<file path="src/rtl/program_loader_pkg.sv">
// Shared types and constants for the program loader: FSM state encoding,
// default terminator word and byte-lane layout of an instruction word.
package program_loader_pkg;

  typedef enum logic [1:0] {
    ST_IDLE = 2'd0,
    ST_LOAD = 2'd1,
    ST_DONE = 2'd2
  } pl_state_t;

  localparam logic [31:0] DEFAULT_END_WORD = 32'hFFFF_FFFF;

  // Bytes arrive MSB first: byte 0 lands in lane 3 ([31:24]), byte 3 in lane 0.
  localparam int unsigned LANE_W        = 8;
  localparam logic [1:0]  LAST_BYTE_CNT = 2'd3;

endpackage

</file>
<file path="src/rtl/program_loader_if.sv">
// Loader bus: UART byte stream in, program-memory write port and status out.
interface program_loader_if;

  logic        I_PL_START;
  logic [7:0]  I_PL_RX_DATA;
  logic        I_PL_RX_VALID;
  logic        O_PL_WE;
  logic [31:0] O_PL_WADDR;
  logic [31:0] O_PL_WDATA;
  logic        O_PL_CPU_HOLD;
  logic        O_PL_BUSY;
  logic        O_PL_DONE;
  logic [31:0] O_PL_WORD_COUNT;

  modport master (
    output I_PL_START, I_PL_RX_DATA, I_PL_RX_VALID,
    input  O_PL_WE, O_PL_WADDR, O_PL_WDATA, O_PL_CPU_HOLD,
    input  O_PL_BUSY, O_PL_DONE, O_PL_WORD_COUNT
  );

  modport slave (
    input  I_PL_START, I_PL_RX_DATA, I_PL_RX_VALID,
    output O_PL_WE, O_PL_WADDR, O_PL_WDATA, O_PL_CPU_HOLD,
    output O_PL_BUSY, O_PL_DONE, O_PL_WORD_COUNT
  );

endinterface

</file>
<file path="src/rtl/program_loader_byte_packer.sv">
// Big-endian 8-to-32 bit assembler. The completed word is presented in the same
// cycle as its 4th byte so the caller can register the write at that edge.
module byte_packer
  import program_loader_pkg::*;
(
  input  logic        clk,
  input  logic        rst_n,
  input  logic        clear,
  input  logic        valid,
  input  logic [7:0]  data,
  output logic [31:0] word,
  output logic        word_valid
);

  logic [1:0]          byte_cnt;
  logic [3*LANE_W-1:0] upper;

  always_ff @(posedge clk or negedge rst_n) begin
    if (!rst_n) begin
      byte_cnt <= '0;
      upper    <= '0;
    end else if (clear) begin
      byte_cnt <= '0;
      upper    <= '0;
    end else if (valid) begin
      case (byte_cnt)
        2'd0:    upper[3*LANE_W-1 -: LANE_W] <= data;
        2'd1:    upper[2*LANE_W-1 -: LANE_W] <= data;
        2'd2:    upper[1*LANE_W-1 -: LANE_W] <= data;
        default: upper <= upper;
      endcase
      byte_cnt <= byte_cnt + 2'd1;
    end
  end

  // Lane 0 bypasses the register: it is the byte arriving right now.
  assign word       = {upper, data};
  assign word_valid = valid && (byte_cnt == LAST_BYTE_CNT);

endmodule

</file>
<file path="src/rtl/program_loader.sv">
// Loads a byte stream into program memory as consecutive 32-bit words while
// holding the CPU; stops on the terminator word or when memory is full.
module program_loader
  import program_loader_pkg::*;
#(
  parameter int unsigned DEPTH_WORDS = 1024,
  parameter logic [31:0] END_WORD    = DEFAULT_END_WORD
) (
  input logic             CLK,
  input logic             RESET,
  program_loader_if.slave pl
);

  localparam int unsigned    IDX_W    = $clog2(DEPTH_WORDS);
  localparam logic [IDX_W-1:0] LAST_IDX = IDX_W'(DEPTH_WORDS - 1);

  pl_state_t        state;
  logic [IDX_W-1:0] word_idx;
  logic [31:0]      word;
  logic             word_valid;
  logic             pack_clear;
  logic             pack_valid;

  // Bytes only reach the packer in LOAD, so a byte coinciding with START is dropped.
  assign pack_clear = pl.I_PL_START && (state != ST_LOAD);
  assign pack_valid = pl.I_PL_RX_VALID && (state == ST_LOAD);

  byte_packer u_packer (
    .clk        (CLK),
    .rst_n      (RESET),
    .clear      (pack_clear),
    .valid      (pack_valid),
    .data       (pl.I_PL_RX_DATA),
    .word       (word),
    .word_valid (word_valid)
  );

  always_ff @(posedge CLK or negedge RESET) begin
    if (!RESET) begin
      state              <= ST_IDLE;
      word_idx           <= '0;
      pl.O_PL_WE         <= 1'b0;
      pl.O_PL_WADDR      <= '0;
      pl.O_PL_WDATA      <= '0;
      pl.O_PL_WORD_COUNT <= '0;
      pl.O_PL_BUSY       <= 1'b0;
      pl.O_PL_CPU_HOLD   <= 1'b0;
      pl.O_PL_DONE       <= 1'b0;
    end else begin
      pl.O_PL_WE <= 1'b0;
      case (state)
        ST_IDLE, ST_DONE: begin
          if (pl.I_PL_START) begin
            state              <= ST_LOAD;
            word_idx           <= '0;
            pl.O_PL_WORD_COUNT <= '0;
            pl.O_PL_DONE       <= 1'b0;
            pl.O_PL_BUSY       <= 1'b1;
            pl.O_PL_CPU_HOLD   <= 1'b1;
          end
        end
        ST_LOAD: begin
          if (word_valid) begin
            pl.O_PL_WE         <= 1'b1;
            pl.O_PL_WDATA      <= word;
            pl.O_PL_WADDR      <= 32'({word_idx, 2'b00});
            word_idx           <= word_idx + IDX_W'(1);
            pl.O_PL_WORD_COUNT <= pl.O_PL_WORD_COUNT + 32'd1;
            // The terminating write and the release of the CPU share one edge.
            if ((word == END_WORD) || (word_idx == LAST_IDX)) begin
              state            <= ST_DONE;
              pl.O_PL_DONE     <= 1'b1;
              pl.O_PL_BUSY     <= 1'b0;
              pl.O_PL_CPU_HOLD <= 1'b0;
            end
          end
        end
        default: state <= ST_IDLE;
      endcase
    end
  end

endmodule

</file>
<file path="src/flat_wrapper.sv">
// flat-port wrapper written by rule: the top's interface ports become plain ports
module program_loader_flat import program_loader_pkg::*;
#(
  parameter int unsigned DEPTH_WORDS = 1024,
  parameter logic [31:0] END_WORD    = DEFAULT_END_WORD
)
  (CLK, RESET, pl_I_PL_START, pl_I_PL_RX_DATA, pl_I_PL_RX_VALID, pl_O_PL_WE, pl_O_PL_WADDR, pl_O_PL_WDATA, pl_O_PL_CPU_HOLD, pl_O_PL_BUSY, pl_O_PL_DONE, pl_O_PL_WORD_COUNT);
  program_loader_if pl_i ();
  input logic CLK;
  input logic RESET;
  input wire logic [$bits(pl_i.I_PL_START)-1:0] pl_I_PL_START;
  input wire logic [$bits(pl_i.I_PL_RX_DATA)-1:0] pl_I_PL_RX_DATA;
  input wire logic [$bits(pl_i.I_PL_RX_VALID)-1:0] pl_I_PL_RX_VALID;
  output wire logic [$bits(pl_i.O_PL_WE)-1:0] pl_O_PL_WE;
  output wire logic [$bits(pl_i.O_PL_WADDR)-1:0] pl_O_PL_WADDR;
  output wire logic [$bits(pl_i.O_PL_WDATA)-1:0] pl_O_PL_WDATA;
  output wire logic [$bits(pl_i.O_PL_CPU_HOLD)-1:0] pl_O_PL_CPU_HOLD;
  output wire logic [$bits(pl_i.O_PL_BUSY)-1:0] pl_O_PL_BUSY;
  output wire logic [$bits(pl_i.O_PL_DONE)-1:0] pl_O_PL_DONE;
  output wire logic [$bits(pl_i.O_PL_WORD_COUNT)-1:0] pl_O_PL_WORD_COUNT;
  assign pl_i.I_PL_START = pl_I_PL_START;
  assign pl_i.I_PL_RX_DATA = pl_I_PL_RX_DATA;
  assign pl_i.I_PL_RX_VALID = pl_I_PL_RX_VALID;
  assign pl_O_PL_WE = pl_i.O_PL_WE;
  assign pl_O_PL_WADDR = pl_i.O_PL_WADDR;
  assign pl_O_PL_WDATA = pl_i.O_PL_WDATA;
  assign pl_O_PL_CPU_HOLD = pl_i.O_PL_CPU_HOLD;
  assign pl_O_PL_BUSY = pl_i.O_PL_BUSY;
  assign pl_O_PL_DONE = pl_i.O_PL_DONE;
  assign pl_O_PL_WORD_COUNT = pl_i.O_PL_WORD_COUNT;
  program_loader #(.DEPTH_WORDS(DEPTH_WORDS), .END_WORD(END_WORD)) u_core (.CLK(CLK), .RESET(RESET), .pl(pl_i));
endmodule
</file>
<file path="config.mk">
export PLATFORM = sky130hd
export DESIGN_NAME = program_loader_flat
export DESIGN_NICKNAME = d
export VERILOG_FILES = /design/src/rtl/program_loader_pkg.sv /design/src/rtl/program_loader_if.sv /design/src/rtl/program_loader_byte_packer.sv /design/src/rtl/program_loader.sv /design/src/flat_wrapper.sv
export SDC_FILE = /design/constraint.sdc
export NUM_CORES = 1
export LEC_CHECK = 0
export CORE_ASPECT_RATIO = 1.1
export CORE_MARGIN = 10
export CORE_UTILIZATION = 58
export CTS_BUF_LIST = sky130_fd_sc_hd__clkbuf_4
export DETAILED_ROUTE_END_ITERATION = 6
export GPL_TIMING_DRIVEN = 0
export PLACE_DENSITY = 0.95
export SLEW_MARGIN = 30
export SYNTH_ARGS = -nofsm -noshare
export SYNTH_HDL_FRONTEND = slang
export SYNTH_HIERARCHICAL = 1
export SYNTH_SLANG_ARGS = --single-unit
</file>
<file path="constraint.sdc">
create_clock -name CLK -period 5.3 [get_ports CLK]
set_input_delay 1.59 -clock CLK [delete_from_list [all_inputs] [get_ports CLK]]
set_output_delay 1.59 -clock CLK [all_outputs]
set_load 0.05 [all_outputs]
</file>
==> results.cfg, run 1 <==
[synth]
async_flop_share = 1.00
synth_top_area_frac = 0.507
ys_ff_latch = 115
seq_area_frac_synth = 0.507
yosys.area_share.adder = 0.0132
synth-edff-count = 0
muxShareOfSynthArea = 0.0564
ys_top_cells_by_area = dfrtp_1 51%, nand2_1 10%, mux2i_1 5.6%
synthXorXnorAreaFrac = 0.0278
yosys.cell_types.count = 53
syn-cell-area_mm2 = 0.00568
ys.flop_type = dfrtp_1
syn_avg_cell_area_um2 = 9.74
synthSimpleGateAreaFrac = 0.271
synthCells = 583
synth-compound-area-share = 0.0566
yosys_warnings = 6
synth_top_area_cell = dfrtp_1
synth_top_family_by_area = simple AND/OR/NAND/NOR gates

[status]
status = finished clean

[setup_path]
crit_path_start_kind = register
required_ns = 3.71
slowest_stage = clkdlybuf4s50_1
crit_family = buffers and inverters
path_class = register to output pin
slowest_delay_ns = 0.87
cp.arrival_ns = 1.93
worst_setup_path_end_kind = output pin
cp_num_buf_inv = 1
crit_chain = clkdlybuf4s50_1
worstPathMaxFanout = 8

[timing]
post-route-period-util = 0.665
rsz0062_at_grt = no
holdWs_ns = 0.486
skew_ns = 0.0119
final.setup.tns_ns = 0
worst_pin_slew_ns = 0.700
max_freq_mhz = 284
setup_violations = 0
slew_headroom = 0.530
hold_viol_final = 0
min_period_ns = 3.52
fin_ws_ns = 1.78
slew_violations = 0

[pwr]
total_power_w = 0.00302
vdd_drop_max_mv = 0.404
total_leakage_power_nw = 3.47
p_per_area_mw_per_mm2 = 431

[routing]
drc_errors = 0
route.detailed.wl_per_inst_um = 17.3
first_pass_iters = 7
viasPerCell = 5.57
final_antenna_net_count = 0
vias = 4686
drt-initial-drc-count = 343
routed_wl_um = 14600

[placement]
dp_hpwl_um = 10900
io_buffers = 89
place.gp.congestion = 0.874
place_ws_ns = 1.42
place_area_mm2 = 0.00683

[final_layout]
design_area_mm2 = 0.00702
area_growth_syn_to_layout_pct = 23.6
final_nets = 731
layout_common_cells = 152 x nand2_1, 115 x dfrtp_1, 88 x clkdlybuf4s50_1
layout.cells.most_common = nand2_1
num-fill-cells = 688
n_antenna_cell = 0
drive_gt1_frac = 0.126

[grt]
grt_first_pass_wirelength_um = 24200
grt_max_degree = 77
grt_antenna_before_repair = 0
grt_overflow = 0
grt_pass1_vias = 4908
grt_util_all_layers = 0.212

[floorplanning]
design.core.area_mm2 = 0.00944
initial_core_util = 0.601
rows = 37
dieHeight_um = 124
die_w_um = 114
dieArea_mm2 = 0.0142
io_pins = 112

[clocking]
cts.clk_slew.worst_paths_ns = 0.09
clk_latency_ns = 0.52
hold_buffers = 0
cts-root-buf = clkbuf_4
clock_path_buffers = 2
numCtsBuffers = 17
post_cts_buffers = 0
cts_max_level = 4
ctsResizeCount = 0
cts_tree = built
cts.sinks = 115

[hold_path]
hold_class = register to register

[flow_run]
drv_cap = 0
==> flip-flops by register name (all words and copies together) (netlist names) <==
| register | cells |
|---|---|
| u_core/state | 2 |
| u_core/pl.O_PL_WORD_COUNT | 32 |
| u_core/u_packer/byte_cnt | 2 |
| u_core/u_packer/upper | 24 |
| u_core/pl.O_PL_BUSY | 1 |
| u_core/pl.O_PL_WE | 1 |
| u_core/pl.O_PL_WDATA | 32 |
| u_core/pl.O_PL_WADDR | 10 |
| u_core/pl.O_PL_DONE | 1 |
| u_core/word_idx | 10 |
==> metal layers <==
layer / part of all wire / global-route usage
met2: 0.54 / 0.381
met1: 0.37 / 0.228
met3: 0.076 / 0.0683
met5: 0 / 0
met4: 0.021 / 0.0799
==> report_power, final <==
part	switching, W	leakage, nW	internal, W
Combinational	0.000838	1.83	0.000412
Clock	0.000306	0.122	0.000184
Sequential	0.000180	1.52	0.00110
==> kinds of logic (layout without fill, tap and decap cells) <==
logic type | after synthesis | in the layout
buf+inv | 64 | 184
xor+xnor | 18 | 18
mux | 32 | 32
compound gates | 40 | 40
other cells | 1 | 22
simple gates | 307 | 307
flops | 115 | 115
fa+ha+maj | 6 | 6
==> stage by stage <==
step / util / std cells
2_1_floorplan: - / 604
3_3_place_gp: 0.720 / 810
3_5_place_dp: 0.723 / 811
4_1_cts: 0.743 / 841
5_1_grt: 0.743 / 841
6_report: 0.743 / 841
==> path summary, 6_finish.rpt <==
check	from	end	slack (ns)	depth (start not counted)
setup / recovery	u_core/pl.O_PL_WORD_COUNT[10]	pl_O_PL_WORD_COUNT[10]	1.78	1
hold / removal	u_core/pl.O_PL_WDATA[20]	u_core/pl.O_PL_WDATA[20]	0.49	2
min in group asynchronous	RESET	u_core/pl.O_PL_WORD_COUNT[26]	0.97	1
max in group asynchronous	RESET	u_core/u_packer/upper[21]	3.63	2
hold reg to reg	u_core/pl.O_PL_WDATA[20]	u_core/pl.O_PL_WDATA[20]	0.49	2
setup reg to reg	u_core/state[0]	u_core/state[1]	2.67	8
==> cell usage after synthesis, types with 6 or more instances <==
cell type	instances
buf_2	6
ha_1	6
inv_1	9
nand3_1	14
xnor2_1	12
o21ai_0	7
mux2i_1	32
nand2_1	152
dfrtp_1	115
xor2_1	6
buf_4	31
nor4_1	8
nand4_1	22
nand2b_1	41
nor2_1	34
clkbuf_1	10
a31oi_1	9
==> area by class of cell <==
class | count | area, µm² | share of cell area
clock inverters | 10 | 45.0 | 0.00642
clock buffers | 20 | 150 | 0.0214
multi-input cells | 425 | 2490 | 0.355
well taps | 117 | 146 | 0.0209
flip-flops and latches | 115 | 2880 | 0.410
inverters | 9 | 33.8 | 0.00481
plain buffers | 55 | 353 | 0.0503
repair buffers | 90 | 920 | 0.131
No activity file was read; power rests on OpenSTA's default activity.
==> inputs of run 2 (changes only) <==
--- a/config.mk
+++ b/config.mk
@@ -7,11 +7,11 @@
 export LEC_CHECK = 0
 export CORE_ASPECT_RATIO = 1.1
 export CORE_MARGIN = 10
-export CORE_UTILIZATION = 58
+export CORE_UTILIZATION = 49
 export CTS_BUF_LIST = sky130_fd_sc_hd__clkbuf_4
 export DETAILED_ROUTE_END_ITERATION = 6
 export GPL_TIMING_DRIVEN = 0
-export PLACE_DENSITY = 0.95
+export PLACE_DENSITY = 0.86
 export SLEW_MARGIN = 30
 export SYNTH_ARGS = -nofsm -noshare
 export SYNTH_HDL_FRONTEND = slang
==> constraint.sdc (replaced) <==
create_clock -name CLK -period 3.2 [get_ports CLK]
set_input_delay 0.96 -clock CLK [delete_from_list [all_inputs] [get_ports CLK]]
set_output_delay 0.96 -clock CLK [all_outputs]
set_load 0.05 [all_outputs]
==> results.cfg, run 2 (synthesized netlist as in run 1, its figures left out) <==
[status]
status = finished clean

[clocking]
cts.sinks = 115
cts_tree = built
ctsResizeCount = 0
post_cts_buffers = 0
numCtsBuffers = 17
clk_latency_ns = 0.50
hold_buffers = 0
cts.clk_slew.worst_paths_ns = 0.10
cts-root-buf = clkbuf_4
clock_path_buffers = 2
cts_max_level = 4

[floorplanning]
io_pins = 112
design.core.area_mm2 = 0.0114
rows = 41
die_w_um = 123
dieHeight_um = 133
dieArea_mm2 = 0.0163
initial_core_util = 0.499

[timing]
rsz0062_at_grt = no
skew_ns = 0.0156
holdWs_ns = 0.350
setup_violations = 0
max_freq_mhz = 349
worst_pin_slew_ns = 0.637
min_period_ns = 2.86
hold_viol_final = 0
post-route-period-util = 0.894
slew_violations = 0
slew_headroom = 0.572

[final_layout]
num-fill-cells = 960
layout_common_cells = 152 x nand2_1, 115 x dfrtp_1, 88 x clkdlybuf4s50_1
n_antenna_cell = 0
largestRegisters = u_core/pl.O_PL_WDATA x32, u_core/pl.O_PL_WORD_COUNT x32, u_core/u_packer/upper x24
area_growth_syn_to_layout_pct = 26.3
drive_gt1_frac = 0.127
postLayoutCoreUtil = 0.630
final_nets = 731
layout.cells.most_common = nand2_1
multi_input_area_mm2 = 0.00249
regArea_mm2 = 0.00288

[placement]
place.gp.congestion = 0.891
io_buffers = 89
dp_hpwl_um = 11000

[grt]
grt.met2_usage = 0.314
grt_pass1_vias = 4793
grt_overflow = 0
grt_util_all_layers = 0.180
grt_max_degree = 66
grt_antenna_before_repair = 0
busiest_layer = met2
grtUsageMet1 = 0.204
use_met3 = 0.0583
grt_first_pass_wirelength_um = 23900

[setup_path]
slowest_stage = clkdlybuf4s50_1
crit_path_start_kind = register
crit_chain = clkdlybuf4s50_1
cp_num_buf_inv = 1
rrSetupSlack_ns = 0.62
worstPathMaxFanout = 8
cp.arrival_ns = 1.90
slowest_delay_ns = 0.87
crit_family = buffers and inverters
required_ns = 2.24
path_class = register to output pin
worst_setup_path_end_kind = output pin

[pwr]
p_per_area_mw_per_mm2 = 747
total_power_w = 0.00536
total_leakage_power_nw = 3.51
vdd_drop_max_mv = 0.515

[routing]
viasPerCell = 5.37
routed_wl_um = 14800
drt-initial-drc-count = 338
vias = 4698
final_antenna_net_count = 0
first_pass_iters = 5
route.detailed.wl_per_inst_um = 16.9
drc_errors = 0

[hold_path]
hold_class = input port to async pin

[flow_run]
drv_cap = 0
## run 2: area by class of cell
class	count	area share
plain buffers	55	0.0492
clock buffers	19	0.0199
clock inverters	12	0.0228
inverters	9	0.00471
multi-input cells	425	0.348
flip-flops and latches	115	0.401
well taps	150	0.0262
repair buffers	90	0.129
## run 2: path summary, 6_finish.rpt
kind                                          startpoint                            end  cells past startpoint
min                                                RESET  u_core/pl.O_PL_WORD_COUNT[22]                      1
max reg2reg                              u_core/state[0]                u_core/state[1]                      8
min in group CLK                 u_core/pl.O_PL_WADDR[6]        u_core/pl.O_PL_WADDR[6]                      2
max                        u_core/pl.O_PL_WORD_COUNT[10]         pl_O_PL_WORD_COUNT[10]                      1
max in group asynchronous                          RESET      u_core/u_packer/upper[13]                      2
min reg2reg                      u_core/pl.O_PL_WADDR[6]        u_core/pl.O_PL_WADDR[6]                      2
## run 2: stage by stage
| step | area, µm² | TNS [ns] | cells | setup slack (ns) |
|---|---|---|---|---|
| 3_5_place_dp | 6870 | -0.905 | 844 | -0.0824 |
| 3_3_place_gp | 6840 | -351.07 | 843 | -3.06 |
| 6_report | 7180 | 0 | 875 | 0.338 |
| 5_1_grt | 7180 | 0 | 875 | 0.222 |
| 4_1_cts | 7180 | 0 | 875 | 0.292 |
| 2_1_floorplan | 5760 | 0 | 604 | 0.805 |
## run 2: metal layers
metal / part of all wire / wire length, µm
met4: 0.014 / 203
met3: 0.078 / 1150
met1: 0.39 / 5770
met5: 0 / 0
met2: 0.52 / 7660
## run 2: report_power, final
| part | switching, W | leakage [nW] | total [W] | internal (W) |
|---|---|---|---|---|
| Combinational | 0.00139 | 1.83 | 0.00207 | 0.000683 |
| Clock | 0.000531 | 0.159 | 0.00115 | 0.000623 |
| Sequential | 0.000310 | 1.52 | 0.00214 | 0.00183 |
| Total | 0.00223 | 3.51 | 0.00536 | 0.00313 |
==> inputs of run 3 (changes only) <==
--- a/config.mk
+++ b/config.mk
@@ -12,6 +12,7 @@
 export DETAILED_ROUTE_END_ITERATION = 6
 export GPL_TIMING_DRIVEN = 0
 export PLACE_DENSITY = 0.86
+export SETUP_SLACK_MARGIN = 0.2
 export SLEW_MARGIN = 30
 export SYNTH_ARGS = -nofsm -noshare
 export SYNTH_HDL_FRONTEND = slang
==> constraint.sdc (replaced) <==
create_clock -name CLK -period 3.2 [get_ports CLK]
set_input_delay 0.32 -clock CLK [delete_from_list [all_inputs] [get_ports CLK]]
set_output_delay 0.32 -clock CLK [all_outputs]
set_load 0.05 [all_outputs]
==> results.cfg, run 3 (synthesized netlist as in run 1, its figures left out) <==
[floorplanning]
rows = 41
dieHeight_um = 133
io_pins = 112
dieArea_mm2 = 0.0163
design.core.area_mm2 = 0.0114
initial_core_util = 0.499
die_w_um = 123

[setup_path]
r2r-start = u_core/state[0]
crit_chain = nor2b_1 > and2_1 > buf_6 > and2_2 > nand3b_2 > clkbuf_1 > clkbuf_1 > o32ai_1
crit_path_start_kind = register
path_class = register to register
worstPathMaxFanout = 10
rrSetupSlack_ns = 0.61
crit_top_cell = clkbuf_1
worst_setup_path_end_kind = register
reg2reg_to = u_core/state[1]
cp.arrival_ns = 2.94
slowest_stage = clkbuf_1
required_ns = 3.56
slowest_delay_ns = 0.49
reg2reg_depth = 8

[pwr]
swShare = 0.416
p_seq_frac = 0.399
p_comb_frac = 0.386
clkPwrFrac = 0.215
vdd_drop_max_mv = 0.516
p_int_w = 0.00313
total_leakage_power_nw = 3.52
p_per_area_mw_per_mm2 = 746
switching_power_w = 0.00223
total_power_w = 0.00536

[clocking]
hold_buffers = 1
cts.sinks = 115
ctsResizeCount = 0
clk_latency_ns = 0.50
cts_tree = built
clock_path_buffers = 2
cts.clk_slew.worst_paths_ns = 0.10
cts-root-buf = clkbuf_4
post_cts_buffers = 0
cts_max_level = 4
numCtsBuffers = 17

[flow_run]
drv_cap = 0

[timing]
fin_ws_ns = 0.615
skew_ns = 0.0142
post-route-period-util = 0.808
max_freq_mhz = 387
holdWs_ns = 0.310
worst_pin_slew_ns = 0.659
rsz0062_at_grt = no
hold_viol_final = 0
min_period_ns = 2.59
setup_violations = 0
slew_violations = 0
slew_headroom = 0.557

[final_layout]
n_antenna_cell = 0
layout.cells.most_common = nand2_1
drive_gt1_frac = 0.127
multi_input_area_mm2 = 0.00249
largestRegisters = u_core/pl.O_PL_WDATA x32, u_core/pl.O_PL_WORD_COUNT x32, u_core/u_packer/upper x24
final_nets = 732
num-fill-cells = 959
area_growth_syn_to_layout_pct = 26.5
design_area_mm2 = 0.00719
regArea_mm2 = 0.00288
postLayoutCoreUtil = 0.631
layout_common_cells = 152 x nand2_1, 115 x dfrtp_1, 88 x clkdlybuf4s50_1

[routing]
final_antenna_net_count = 0
drt-initial-drc-count = 384
viasPerCell = 5.39
drc_errors = 0
routed_wl_um = 14800
route.detailed.wl_per_inst_um = 16.9
first_pass_iters = 5
vias = 4726

[placement]
io_buffers = 89
place_area_mm2 = 0.00687
place.gp.congestion = 0.891
dp_hpwl_um = 11000
place_ws_ns = 0.558

[status]
status = finished clean

[grt]
grt_antenna_before_repair = 0
grt_pass1_vias = 4796
grt_util_all_layers = 0.180
grt_overflow = 0
grt_max_degree = 66
grt_first_pass_wirelength_um = 23900

[hold_path]
hold_class = input port to async pin
-- run 3: changes by cell type in the layout (fill, tap and decap cells not counted) --
cell           previous run  this run
dlygate4sd3_1             0         1
-- run 3: power by group through the flow --
stage / sequential, W / combinational, W / clock [W]
2_1_floorplan: 0.00279 / 0.000695 / 0
3_3_place_gp: 0.00213 / 0.00202 / 0
3_5_place_dp: 0.00215 / 0.00208 / 0
4_1_cts: 0.00213 / 0.00209 / 0.00118
5_1_grt: 0.00218 / 0.00222 / 0.00125
6_report: 0.00214 / 0.00207 / 0.00115
-- run 3: per-layer routing --
metal | part of all wire | up-vias | GRT usage
met4 | 0.010 | 0 | 0.0478
met5 | 0 | - | 0
met3 | 0.085 | 22 | 0.0587
met1 | 0.39 | 2317 | 0.204
met2 | 0.52 | 198 | 0.314
li1 | - | 2189 | -
-- run 3: stage by stage --
step,std cells,setup TNS [ns]
2_1_floorplan,604,0
3_3_place_gp,843,-277.43
3_5_place_dp,844,0
4_1_cts,876,0
5_1_grt,876,0
6_report,876,0
-- run 3: layout make-up --
cell class / instances / area share
multi-input combinational: 425 / 0.347
inverter: 9 / 0.00470
timing repair buffer: 91 / 0.130
buffer: 55 / 0.0491
sequential: 115 / 0.400
clock inverter: 12 / 0.0228
tap: 150 / 0.0261
clock buffer: 19 / 0.0198
-- run 3: worst max-delay path by stage --
stage | depth (start not counted) | start | endpoint | slack [ns]
6_report | 8 | u_core/state[0] | u_core/state[1] | 0.61
5_1_grt | 10 | u_core/state[0] | u_core/pl.O_PL_WDATA[8] | 0.50
4_1_cts | 8 | u_core/state[0] | u_core/state[1] | 0.65
3_5_place_dp | 8 | pl_I_PL_RX_VALID | u_core/state[1] | 0.56
3_3_place_gp | 1 | RESET | u_core/pl.O_PL_WDATA[2] | -2.42
2_1_floorplan | 9 | u_core/state[0] | u_core/pl.O_PL_WORD_COUNT[29] | 1.12
-- run 3: worst max-delay path, delay by kind of cell, from the launching register on --
kind / cells / cell delay (ns)
and+or+nand+nor: 4 / 0.77
AOI/OAI and AO/OA: 1 / 0.16
DFF: 1 / 0.48
buffers and inverters: 3 / 1.04
